===== config.mk =====
export PLATFORM = sky130hd
export DESIGN_NAME = mux4_1_rr_sel_flat
export DESIGN_NICKNAME = d
export VERILOG_FILES = /design/src/rtl/mux4_1_rr_sel_pkg.sv /design/src/rtl/mux4_1_rr_sel_if.sv /design/src/rtl/mux4_1_rr_sel_pick.sv /design/src/rtl/mux4_1_rr_sel.sv /design/src/flat_wrapper.sv
export SDC_FILE = /design/constraint.sdc
export NUM_CORES = 1
export LEC_CHECK = 0
export CORE_MARGIN = 2
export CORE_UTILIZATION = 56
export CTS_BUF_LIST = sky130_fd_sc_hd__clkbuf_4
export DETAILED_ROUTE_END_ITERATION = 8
export PLACE_DENSITY = 0.95
export SETUP_SLACK_MARGIN = 0.2
export SYNTH_ARGS = -nofsm -noshare
export SYNTH_HDL_FRONTEND = slang
export SYNTH_SLANG_ARGS = --single-unit

===== constraint.sdc =====
create_clock -name clk -period 4.9 [get_ports clk]
set_clock_uncertainty 0.05 [all_clocks]
set_input_delay 0.735 -clock clk [delete_from_list [all_inputs] [get_ports clk]]
set_output_delay 0.735 -clock clk [all_outputs]
set_load 0.005 [all_outputs]

===== src/rtl/mux4_1_rr_sel_pkg.sv =====
`default_nettype none
// ============================================================================
// Module   : mux_pkg
// Brief    : Shared types, sizes and helpers for the round-robin mux select.
// Revision : 1.0 - initial release
// ============================================================================
package mux_pkg;

    localparam int NUM_PORTS = 4;
    localparam int SEL_W     = 2;

    typedef enum logic [0:0] {
        IDLE  = 1'b0,
        GRANT = 1'b1
    } state_t;

    function automatic logic [NUM_PORTS-1:0] onehot4(input logic [SEL_W-1:0] sel);
        onehot4 = 4'b0001 << sel;
    endfunction

endpackage
`default_nettype wire


===== src/rtl/mux4_1_rr_sel_if.sv =====
`default_nettype none
// ============================================================================
// Module   : mux4_1_rr_sel_if
// Brief    : Request/grant and downstream valid/ready bundle of the sequencer.
// Revision : 1.0 - initial release
// ============================================================================
interface mux4_1_rr_sel_if;
    import mux_pkg::*;

    logic [NUM_PORTS-1:0] req;
    logic                 out_ready;
    logic [SEL_W-1:0]     sel;
    logic [NUM_PORTS-1:0] gnt;
    logic                 out_valid;
    logic                 busy;

    modport master (
        input  req,
        input  out_ready,
        output sel,
        output gnt,
        output out_valid,
        output busy
    );

    modport slave (
        output req,
        output out_ready,
        input  sel,
        input  gnt,
        input  out_valid,
        input  busy
    );

endinterface
`default_nettype wire


===== src/rtl/mux4_1_rr_sel_pick.sv =====
`default_nettype none
// ============================================================================
// Module   : mux4_1_rr_pick
// Brief    : First requester found scanning ptr, ptr+1, ptr+2, ptr+3 (mod 4).
// Revision : 1.0 - initial release
// ============================================================================
module mux4_1_rr_pick
    import mux_pkg::*;
(
    input  logic [NUM_PORTS-1:0] req,
    input  logic [SEL_W-1:0]     ptr,
    output logic                 any,
    output logic [SEL_W-1:0]     idx
);

    logic [SEL_W-1:0] w_cand;

    // Scan farthest offset first so the nearest hit to ptr overwrites the rest.
    always_comb begin
        any    = 1'b0;
        idx    = ptr;
        w_cand = ptr;
        for (int i = NUM_PORTS - 1; i >= 0; i--) begin
            w_cand = ptr + SEL_W'(i);
            if (req[w_cand]) begin
                any = 1'b1;
                idx = w_cand;
            end
        end
    end

endmodule
`default_nettype wire


===== src/rtl/mux4_1_rr_sel.sv =====
`default_nettype none
// ============================================================================
// Module   : mux4_1_rr_sel
// Brief    : Round-robin burst-capped select sequencer driving a 4:1 mux sel.
// Revision : 1.0 - initial release
// ============================================================================
module mux4_1_rr_sel
    import mux_pkg::*;
#(
    parameter int MAX_BURST = 4,
    parameter int CNT_W     = 4
) (
    input  logic               clk,
    input  logic               rst,
    mux4_1_rr_sel_if.master    bus
);

    localparam logic [CNT_W-1:0] c_last_beat = CNT_W'(MAX_BURST - 1);

    state_t               r_state;
    state_t               w_state_nxt;
    logic [SEL_W-1:0]     r_sel;
    logic [SEL_W-1:0]     w_sel_nxt;
    logic [SEL_W-1:0]     r_ptr;
    logic [SEL_W-1:0]     w_ptr_nxt;
    logic [NUM_PORTS-1:0] r_gnt;
    logic [NUM_PORTS-1:0] w_gnt_nxt;
    logic [CNT_W-1:0]     r_cnt;
    logic [CNT_W-1:0]     w_cnt_nxt;

    logic [SEL_W-1:0]     w_pick_ptr;
    logic [SEL_W-1:0]     w_pick_idx;
    logic                 w_any;
    logic                 w_granted;
    logic                 w_valid;
    logic                 w_xfer;
    logic                 w_release;

    assign w_granted = (r_state == GRANT);
    assign w_valid   = w_granted && bus.req[r_sel];
    assign w_xfer    = w_valid && bus.out_ready;
    assign w_release = w_granted && ((w_xfer && (r_cnt == c_last_beat)) || !bus.req[r_sel]);

    // On release the holder's successor leads the scan, so the holder comes last.
    assign w_pick_ptr = w_granted ? (r_sel + SEL_W'(1)) : r_ptr;

    mux4_1_rr_pick u_pick (
        .req (bus.req),
        .ptr (w_pick_ptr),
        .any (w_any),
        .idx (w_pick_idx)
    );

    always_comb begin
        w_state_nxt = r_state;
        w_sel_nxt   = r_sel;
        w_ptr_nxt   = r_ptr;
        w_gnt_nxt   = r_gnt;
        w_cnt_nxt   = r_cnt;
        case (r_state)
            IDLE: begin
                if (w_any) begin
                    w_state_nxt = GRANT;
                    w_sel_nxt   = w_pick_idx;
                    w_gnt_nxt   = onehot4(w_pick_idx);
                    w_cnt_nxt   = '0;
                end
            end
            GRANT: begin
                if (w_release) begin
                    w_ptr_nxt = w_pick_ptr;
                    if (w_any) begin
                        w_sel_nxt = w_pick_idx;
                        w_gnt_nxt = onehot4(w_pick_idx);
                        w_cnt_nxt = '0;
                    end else begin
                        w_state_nxt = IDLE;
                        w_gnt_nxt   = '0;
                    end
                end else if (w_xfer) begin
                    w_cnt_nxt = r_cnt + CNT_W'(1);
                end
            end
            default: begin
                w_state_nxt = IDLE;
                w_gnt_nxt   = '0;
            end
        endcase
    end

    always_ff @(posedge clk) begin
        if (rst) begin
            r_state <= IDLE;
            r_sel   <= '0;
            r_ptr   <= '0;
            r_gnt   <= '0;
            r_cnt   <= '0;
        end else begin
            r_state <= w_state_nxt;
            r_sel   <= w_sel_nxt;
            r_ptr   <= w_ptr_nxt;
            r_gnt   <= w_gnt_nxt;
            r_cnt   <= w_cnt_nxt;
        end
    end

    assign bus.sel       = r_sel;
    assign bus.gnt       = r_gnt;
    assign bus.out_valid = w_valid;
    assign bus.busy      = w_granted;

endmodule
`default_nettype wire


===== src/flat_wrapper.sv =====
// flat-port wrapper written by rule: the top's interface ports become plain ports
module mux4_1_rr_sel_flat import mux_pkg::*;
#(
    parameter int MAX_BURST = 4,
    parameter int CNT_W     = 4
)
  (clk, rst, bus_req, bus_out_ready, bus_sel, bus_gnt, bus_out_valid, bus_busy);
  mux4_1_rr_sel_if bus_i ();
  input  logic clk;
  input  logic rst;
  input wire logic [$bits(bus_i.req)-1:0] bus_req;
  input wire logic [$bits(bus_i.out_ready)-1:0] bus_out_ready;
  output wire logic [$bits(bus_i.sel)-1:0] bus_sel;
  output wire logic [$bits(bus_i.gnt)-1:0] bus_gnt;
  output wire logic [$bits(bus_i.out_valid)-1:0] bus_out_valid;
  output wire logic [$bits(bus_i.busy)-1:0] bus_busy;
  assign bus_i.req = bus_req;
  assign bus_i.out_ready = bus_out_ready;
  assign bus_sel = bus_i.sel;
  assign bus_gnt = bus_i.gnt;
  assign bus_out_valid = bus_i.out_valid;
  assign bus_busy = bus_i.busy;
  mux4_1_rr_sel #(.MAX_BURST(MAX_BURST), .CNT_W(CNT_W)) u_core (.clk(clk), .rst(rst), .bus(bus_i));
endmodule

* Word level (Yosys, flattened, before mapping)
Cells that the tools add are included.
W data, S select, Z words.
** Storage, ports and cells
- Output and inout port bits :: 8
- Input port bits :: 7
- Register bits :: 13
** Cells by class
- Mux-type cells :: 33
- Bitwise logic cells :: 1
- Reductions and logical operators :: 8
- Add/sub/neg operators :: 5
- $lt $le $gt $ge :: 5
- Shift operators :: 1
- Equality and inequality tests :: 4
** Operator list (count)
- $mux W4 :: 6
- $pmux W4 S2 :: 2
- $lt A2 B3 Y1 const B :: 5
- $mux W2 :: 7
- $mux W1 :: 11
- $bmux W1 S2 :: 5
- $add A2 B1 Y2 const B :: 2
- $add A2 B2 Y2 const B :: 2
- $add A4 B1 Y4 const B :: 1
- $eq A4 B2 Y1 const B :: 1
- $logic_and A1 B1 Y1 :: 4
- $ne A2 B2 Y1 const B :: 2
- $pmux W2 S2 :: 1
- $reduce_and A2 Y1 :: 2
- $shl A1 B2 Y4 const A :: 1
- $ne A3 B3 Y1 const B :: 1
- $pmux W1 S2 :: 1
- $logic_not A1 Y1 :: 1
- $logic_or A1 B1 Y1 :: 1
- $not A1 Y1 :: 1

* Depth between registers and ports, before layout
Gate-level depths: netlist (run 1).
- Word-level depth :: 13
- Mapped depth :: 6

* Cells and area by module
Synthesis (run 1) repeated with hierarchy kept, for this count alone.
** Unflattened totals
- Cells, all modules :: 103
- Area total of the unflattened synthesis :: 857.1 µm²
** By module, submodules not included
- mux4_1_rr_sel :: cells each 87, area each 757.0 µm², instances 1
- mux4_1_rr_pick :: cells each 16, area each 100.1 µm², instances 1

* Worst setup path after synthesis (run 1)
Ideal clock, no wire load.
- Path type :: input to output
- Start point :: input port bus_req[3]
- End point :: output port bus_out_valid
- Data required time :: 4.115 ns
- Cell stages on the path :: 3
- Arrival time :: 1.416 ns
- Slack :: 2.699 ns
- Buffers on the path :: 0
- Cells stage by stage :: mux4_2 > nand2_1 > inv_1
** On the way
- Longest elaborated chain between the ends :: 3
** RTL lines
- start: declaration :: RTL line flat_wrapper.sv:11 : input wire logic [$bits(bus_i.req)-1:0] bus_req;
- $bmux W1 S2 :: RTL line mux4_1_rr_sel.sv:40 : assign w_valid = w_granted && bus.req[r_sel];
- $mux W1 (implied by the code) :: RTL line mux4_1_rr_sel.sv:40
- $logic_and A1 B1 Y1 :: RTL line mux4_1_rr_sel.sv:40
- end: declaration :: RTL line flat_wrapper.sv:15 : output wire logic [$bits(bus_i.out_valid)-1:0] bus_out_valid;
No other way between the ends. The select of a mux whose other input is x is not followed.

* Worst setup path after layout (run 1)
- Start point :: input port bus_req[0]
- End point :: output port bus_out_valid
The elaborated chain is that of the path after synthesis.

==> reports/metrics.yaml, run 1 <==
run_status:
  status: "complete, no violations"
run:
  cap_violations: 0
global_route:
  globalRouteTotalUtil: 0.268
  grt_pass1_vias: 711
  grt_pass1_wl_um: 2890
  antenna_found_initial: 0
  grt.overflow.total: 0
  grt_max_degree: 15
setup_path:
  crit_arrival_ns: 2.48
  cp_slowest_cell: "mux4_2"
  crit_fanout: 7
  path_class: "input port to output port"
  end_kind: "output port"
  crit_required_ns: 4.12
  cp_cell_sequence: "clkdlybuf4s50_1 -> mux4_2 -> nand2_1 -> inv_1 -> clkdlybuf4s50_1"
  critPathTopFamily: "buffers and inverters"
  critPathBufInv: 3
  startpoint_type: "input port"
  crit_path_frequent_cell: "clkdlybuf4s50_1"
  cpPeakStageDelay_ns: 0.57
floorplan:
  initial_utilization: 0.597
  row_count: 13
  ios: 15
  fp.dieH_um: 41.0
  coreArea_um2: 1280
  dieWidth_um: 41.0
  die_area_um2: 1680
route:
  drt_iter0_markers: 22
  avgRoutedWirePerCell_um: 15.1
  wl_met3_um: 77
  wirelength_um: 1820
  vias: 749
  drt_first_pass_iters: 5
  dr_wl_met2_um: 902
  wl_met1_um: 824
  routed.top_layer: "met4"
  antenna_left: 0
  via_per_inst: 6.24
  drc_errors: 0
final_layout:
  drive_above_1_share: 0.105
  layout.nets: 114
  diodes: 0
  final.fill_count: 104
  area_growth_pct: 23.5
  final_area_um2: 947
  final_cells: 120
placed_design:
  port_buffers: 14
  post-dp-hpwl_um: 1410
  place_area_um2: 917
  gp_congestion: 0.885
  dpl.cell_count: 116
sta:
  max_freq_mhz: 306
  period_minus_slack_ns: 3.27
  hold_viol: 0
  slew_violations: 0
  worst_slew_pin_slew_ns: 0.764
  min_period_over_period: 0.666
  final.setup.tns_ns: 0
  relSlewSlack: 0.486
  rsz0062_at_grt: "no"
  setup_viol: 0
synthesis:
  synth_area_per_cell_um2: 8.62
  synth_edf_count: 0
  syn-num-nets: 97
  synth.area.top_cells: "dfxtp_1, a21oi_1, nand2b_1, nor2_1, mux4_2"
  yosysTopAreaCell: "dfxtp_1"
  ys.flop_type: "dfxtp_1"
  ys_warn_count: 0
  ys_seq_elements: 13
  yosysMostFrequentCell: "dfxtp_1"
  async_flop_share: 0
  ys_types: 38
  syn_area_um2: 767
  yosysSeqAreaShare: 0.339
  synthCells: 89
  yosysTopAreaCellShare: 0.339
  synth_common_cells: "dfxtp_1, a21oi_1, nor2_1"
clocking:
  cts_hold_buf: 0
  tritoncts: "built"
  clockBufferDepth: 2
  root_buffer: "clkbuf_4"
  cts_resized: 0
  clkLatencyLatePin_ns: 0.27
  cts_sinks: 13
  postCtsSetupRepairBufs: 0
  numCtsBuffers: 3
  cts_max_level: 1
  path_clk_slew_ns: 0.08
power:
  peakVddDrop_mv: 0.215
  p_leak_nw: 0.374
  p_per_area_nw_per_um2: 285
min_path:
  hold_path_class: "flip-flop to flip-flop"
## registers in the layout (all words and copies together) (netlist names)
signal	cells
u_core.bus.sel	2
u_core.r_cnt	4
u_core.bus.busy	1
u_core.r_ptr	2
u_core.bus.gnt	4
## layout by cell type (no fill, tap or decap), types with 4 or more instances in the layout
| cell | n |
|---|---|
| clkdlybuf4s50_1 | 14 |
| dfxtp_1 | 13 |
| a21oi_1 | 10 |
| nor2_1 | 8 |
| nand2_1 | 5 |
| nand2b_1 | 5 |
| inv_1 | 4 |
| o21ai_0 | 4 |
| nand3_1 | 4 |
| clkbuf_4 | 4 |
## cell type report
class	instances	area [um2]	area share
Timing Repair Buffer	14	140	0.148
Tap cell	15	18.8	0.0198
Clock buffer	4	30.0	0.0317
Multi-Input combinational cell	70	483	0.510
Sequential cell	13	260	0.275
Inverter	4	15.0	0.0159
## where the power goes
part	internal (mW)	switching [mW]
Clock	0.0371	0.0323
Sequential	0.114	0.00987
Combinational	0.0401	0.0366
Total	0.191	0.0787
## metal layers
layer  global-route usage  up-vias
met5                    0        -
met4                0.125        0
met3                0.109        2
met2                0.445       22
met1                0.294      351
li1                     -      374
## worst register-to-register path, cell delays in order, from the launching register on
cell	delay [ns]
dfxtp_1	0.46
mux4_2	0.60
nand3_1	0.15
nand2b_1	0.15
and2_2	0.23
o21ba_2	0.19
## per-stage QoR
| stage | util | hold WS [ns] | setup slack [ns] | power [mW] |
|---|---|---|---|---|
| finish | 0.737 | 0.412 | 1.63 | 0.270 |
| global route | 0.737 | 0.432 | 1.56 | 0.287 |
| CTS | 0.737 | 0.415 | 1.64 | 0.272 |
| detailed placement | 0.714 | 0.399 | 1.64 | 0.202 |
| global placement | 0.714 | 0.385 | 1.69 | 0.198 |
| floorplan | - | 0.394 | 2.70 | 0.170 |
## cells by family after synthesis
| group | share of synthesized area |
|---|---|
| compound gates | 0.286 |
| buf+inv | 0.0310 |
| xor+xnor | 0.0114 |
| simple gates | 0.241 |
| fa+ha+maj | 0.0163 |
| mux | 0.0750 |
| flops | 0.339 |
## path summary, 6_finish.rpt
| kind | from | endpoint | slack [ns] | cells after the start |
|---|---|---|---|---|
| worst max-delay path | bus_req[0] | bus_out_valid | 1.63 | 5 |
| worst min-delay path | u_core.bus.gnt[0]$_SDFFE_PP0P_ | u_core.bus.gnt[0]$_SDFFE_PP0P_ | 0.41 | 2 |
| worst max register to register | u_core.bus.sel[1]$_SDFFE_PP0P_ | u_core.bus.sel[1]$_SDFFE_PP0P_ | 2.95 | 5 |
| worst min register to register | u_core.bus.gnt[0]$_SDFFE_PP0P_ | u_core.bus.gnt[0]$_SDFFE_PP0P_ | 0.41 | 2 |
Power figures use the tool's default switching activity.
==> run 2, diff against run 1 <==
- CORE_UTILIZATION: 56 -> 47
- PLACE_DENSITY: 0.95 -> 0.87
- clock period: 4.9 -> 2.73 ns (I/O delays scaled with it)
==> run 2 against run 1 <==
  * Clock power grew 77%
  * Highest routed layer unchanged
  * Count of clock-buffer cells in the layout is the same
  * Largest power group unchanged
  * First-iteration DRC count is 18% lower
  * Utilization shrank 8.7 points
  * Register-to-register slack lost 2.3 ns
  * Global-route usage shrank 6.1 points
  * Critical endpoint unchanged
  * Critical path depth unchanged
  * Sequential share of layout area decreased by 1.2 points
==> reports/metrics.yaml, run 2 (synthesis gave the netlist of run 1 again) <==
run_status:
  status: "complete, no violations"  # unchanged
setup_path:
  reg2regPathDepth: 6  # was 5
  crit_required_ns: 2.27  # was 4.12 ns
  cp_slowest_cell: "mux4_2"  # unchanged
  crit_arrival_ns: 1.95  # was 2.48 ns
  startpoint_type: "input port"  # unchanged
  end_kind: "output port"  # unchanged
  r2r_end: "u_core.bus.sel[1]$_SDFFE_PP0P_"  # unchanged
  critPathTopFamily: "buffers and inverters"  # unchanged
  critPathBufInv: 3  # unchanged
  cp_cell_sequence: "clkdlybuf4s50_1 -> mux4_2 -> nand2_2 -> inv_1 -> clkdlybuf4s50_1"  # was clkdlybuf4s50_1 -> mux4_2 -> nand2_1 -> inv_1 -> clkdlybuf4s50_1
  r2r_start: "u_core.bus.sel[1]$_SDFFE_PP0P_"  # unchanged
  path_class: "input port to output port"  # unchanged
  crit_path_frequent_cell: "clkdlybuf4s50_1"  # unchanged
  r2r_slack_ns: 0.70  # was 2.95 ns
  crit_fanout: 4  # was 7
  cpPeakStageDelay_ns: 0.51  # was 0.57 ns
floorplan:
  fp.dieH_um: 44.4  # was 41.0 um
  initial_utilization: 0.503  # was 0.597
  row_count: 14  # was 13
  die_area_um2: 1970  # was 1680 um2
  dieWidth_um: 44.4  # was 41.0 um
  coreArea_um2: 1520  # was 1280 um2
  ios: 15  # unchanged
sta:
  worst_slew_pin_slew_ns: 0.467  # was 0.764 ns
  hold_viol: 0  # unchanged
  setup_viol: 0  # unchanged
  max_freq_mhz: 416
  period_minus_slack_ns: 2.41
  final.setup.tns_ns: 0  # unchanged
  rsz0062_at_grt: "no"  # unchanged
  slew_violations: 0  # unchanged
  min_period_over_period: 0.882
  relSlewSlack: 0.688  # was 0.486
placed_design:
  gp_congestion: 0.806  # was 0.885
  post-dp-hpwl_um: 1310  # was 1410 um
  port_buffers: 14  # unchanged
global_route:
  antenna_found_initial: 0  # unchanged
  grt.overflow.total: 0  # unchanged
  grt_pass1_wl_um: 2990  # was 2890 um
  grt_max_degree: 15  # unchanged
  grt_pass1_vias: 699  # was 711
  globalRouteTotalUtil: 0.207  # was 0.268
clocking:
  path_clk_slew_ns: 0.07  # was 0.08 ns
  cts_sinks: 13  # unchanged
  numCtsBuffers: 3  # unchanged
  tritoncts: "built"  # unchanged
  root_buffer: "clkbuf_4"  # unchanged
  clockBufferDepth: 2  # unchanged
  cts_hold_buf: 0  # unchanged
  clkLatencyLatePin_ns: 0.27  # about the same
  cts_max_level: 1  # unchanged
final_layout:
  drive_above_1_share: 0.155  # was 0.105
  layout.nets: 119  # was 114
  diodes: 0  # unchanged
  area_growth_pct: 29.2  # was 23.5%
  final_cell_mix: "clkdlybuf4s50_1, dfxtp_1, a21oi_1"  # unchanged
power:
  total_power_mw: 0.490  # was 0.270 mW
  p_leak_nw: 0.408  # was 0.374 nW
  p_per_area_nw_per_um2: 495  # was 285 nW/um2
  peakVddDrop_mv: 0.399  # was 0.215 mV
route:
  drc_errors: 0  # unchanged
  antenna_left: 0  # unchanged
  wirelength_um: 1770  # was 1820 um
  drt_first_pass_iters: 4  # was 5
  vias: 764  # was 749
  avgRoutedWirePerCell_um: 14.1  # was 15.1 um
  via_per_inst: 6.06  # was 6.24
  drt_iter0_markers: 18  # was 22
min_path:
  hold_path_depth: 2  # unchanged
  hold_path_class: "flip-flop to flip-flop"  # unchanged
  min_from: "u_core.bus.gnt[0]$_SDFFE_PP0P_"  # unchanged
  holdPathEnd: "u_core.bus.gnt[0]$_SDFFE_PP0P_"  # unchanged
run:
  cap_violations: 0  # unchanged
run 2: per-layer routing:
metal,wire (um),vias up,part of all wire,GRT usage
met2,822,26,0.46,0.326
li1,-,379,-,-
met3,105,2,0.059,0.0612
met4,11,0,0.0062,0.0545
met5,0,-,0,0
met1,834,357,0.47,0.276
run 2: layout make-up:
cell class / count / area (um2)
clock buffers: 4 / 30.0
fillers: 138 / 533
repair buffers: 19 / 180
flip-flops and latches: 13 / 260
multi-input cells: 70 / 485
well taps: 16 / 20.0
inverters: 4 / 15.0
run 2: how the worst max path moves through the flow:
stage | from | to | slack (ns) | depth (start not counted)
after detailed placement | bus_req[3] | bus_out_valid | 0.18 | 5
after CTS | bus_req[3] | bus_out_valid | 0.22 | 5
after floorplan | u_core.bus.sel[1]$_SDFFE_PP0P_ | u_core.bus.sel[1]$_SDFFE_PP0P_ | 0.98 | 5
after global placement | bus_req[3] | bus_out_valid | 0.22 | 5
after global routing | u_core.bus.sel[1]$_SDFFE_PP0P_ | bus_out_valid | 0.27 | 4
final | bus_req[0] | bus_out_valid | 0.32 | 5
run 2: worst register-to-register path, cell delays in order, from the launching register on:
cell,delay (ns)
dfxtp_1,0.47
mux4_2,0.60
buf_4,0.17
nand3_1,0.09
nand2b_1,0.14
and2_2,0.22
o21ba_2,0.19
run 2: stage by stage:
stage	setup WS, ns	std cells	hold WS, ns	cell area, um2	util
after CTS	0.218	125	0.419	981	0.644
final	0.323	126	0.417	991	0.650
after floorplan	0.977	89	0.394	767	-
after detailed placement	0.183	121	0.401	948	0.622
after global routing	0.268	126	0.448	991	0.650
after global placement	0.222	121	0.384	948	0.622
run 2: power by group:
| part | switching (mW) | internal [mW] | total (mW) |
|---|---|---|---|
| clock network | 0.0562 | 0.0665 | 0.123 |
| logic | 0.0663 | 0.0782 | 0.145 |
| registers | 0.0188 | 0.204 | 0.223 |
| total | 0.141 | 0.349 | 0.490 |
run 2: timing repair:
action | in CTS | in global routing
endpoints found under the setup margin | 1 | 1
resized for setup | 1 | 1
gates cloned | 0 | 0
buffers inserted | 0 | 1
endpoints found under the hold margin | 0 | 0
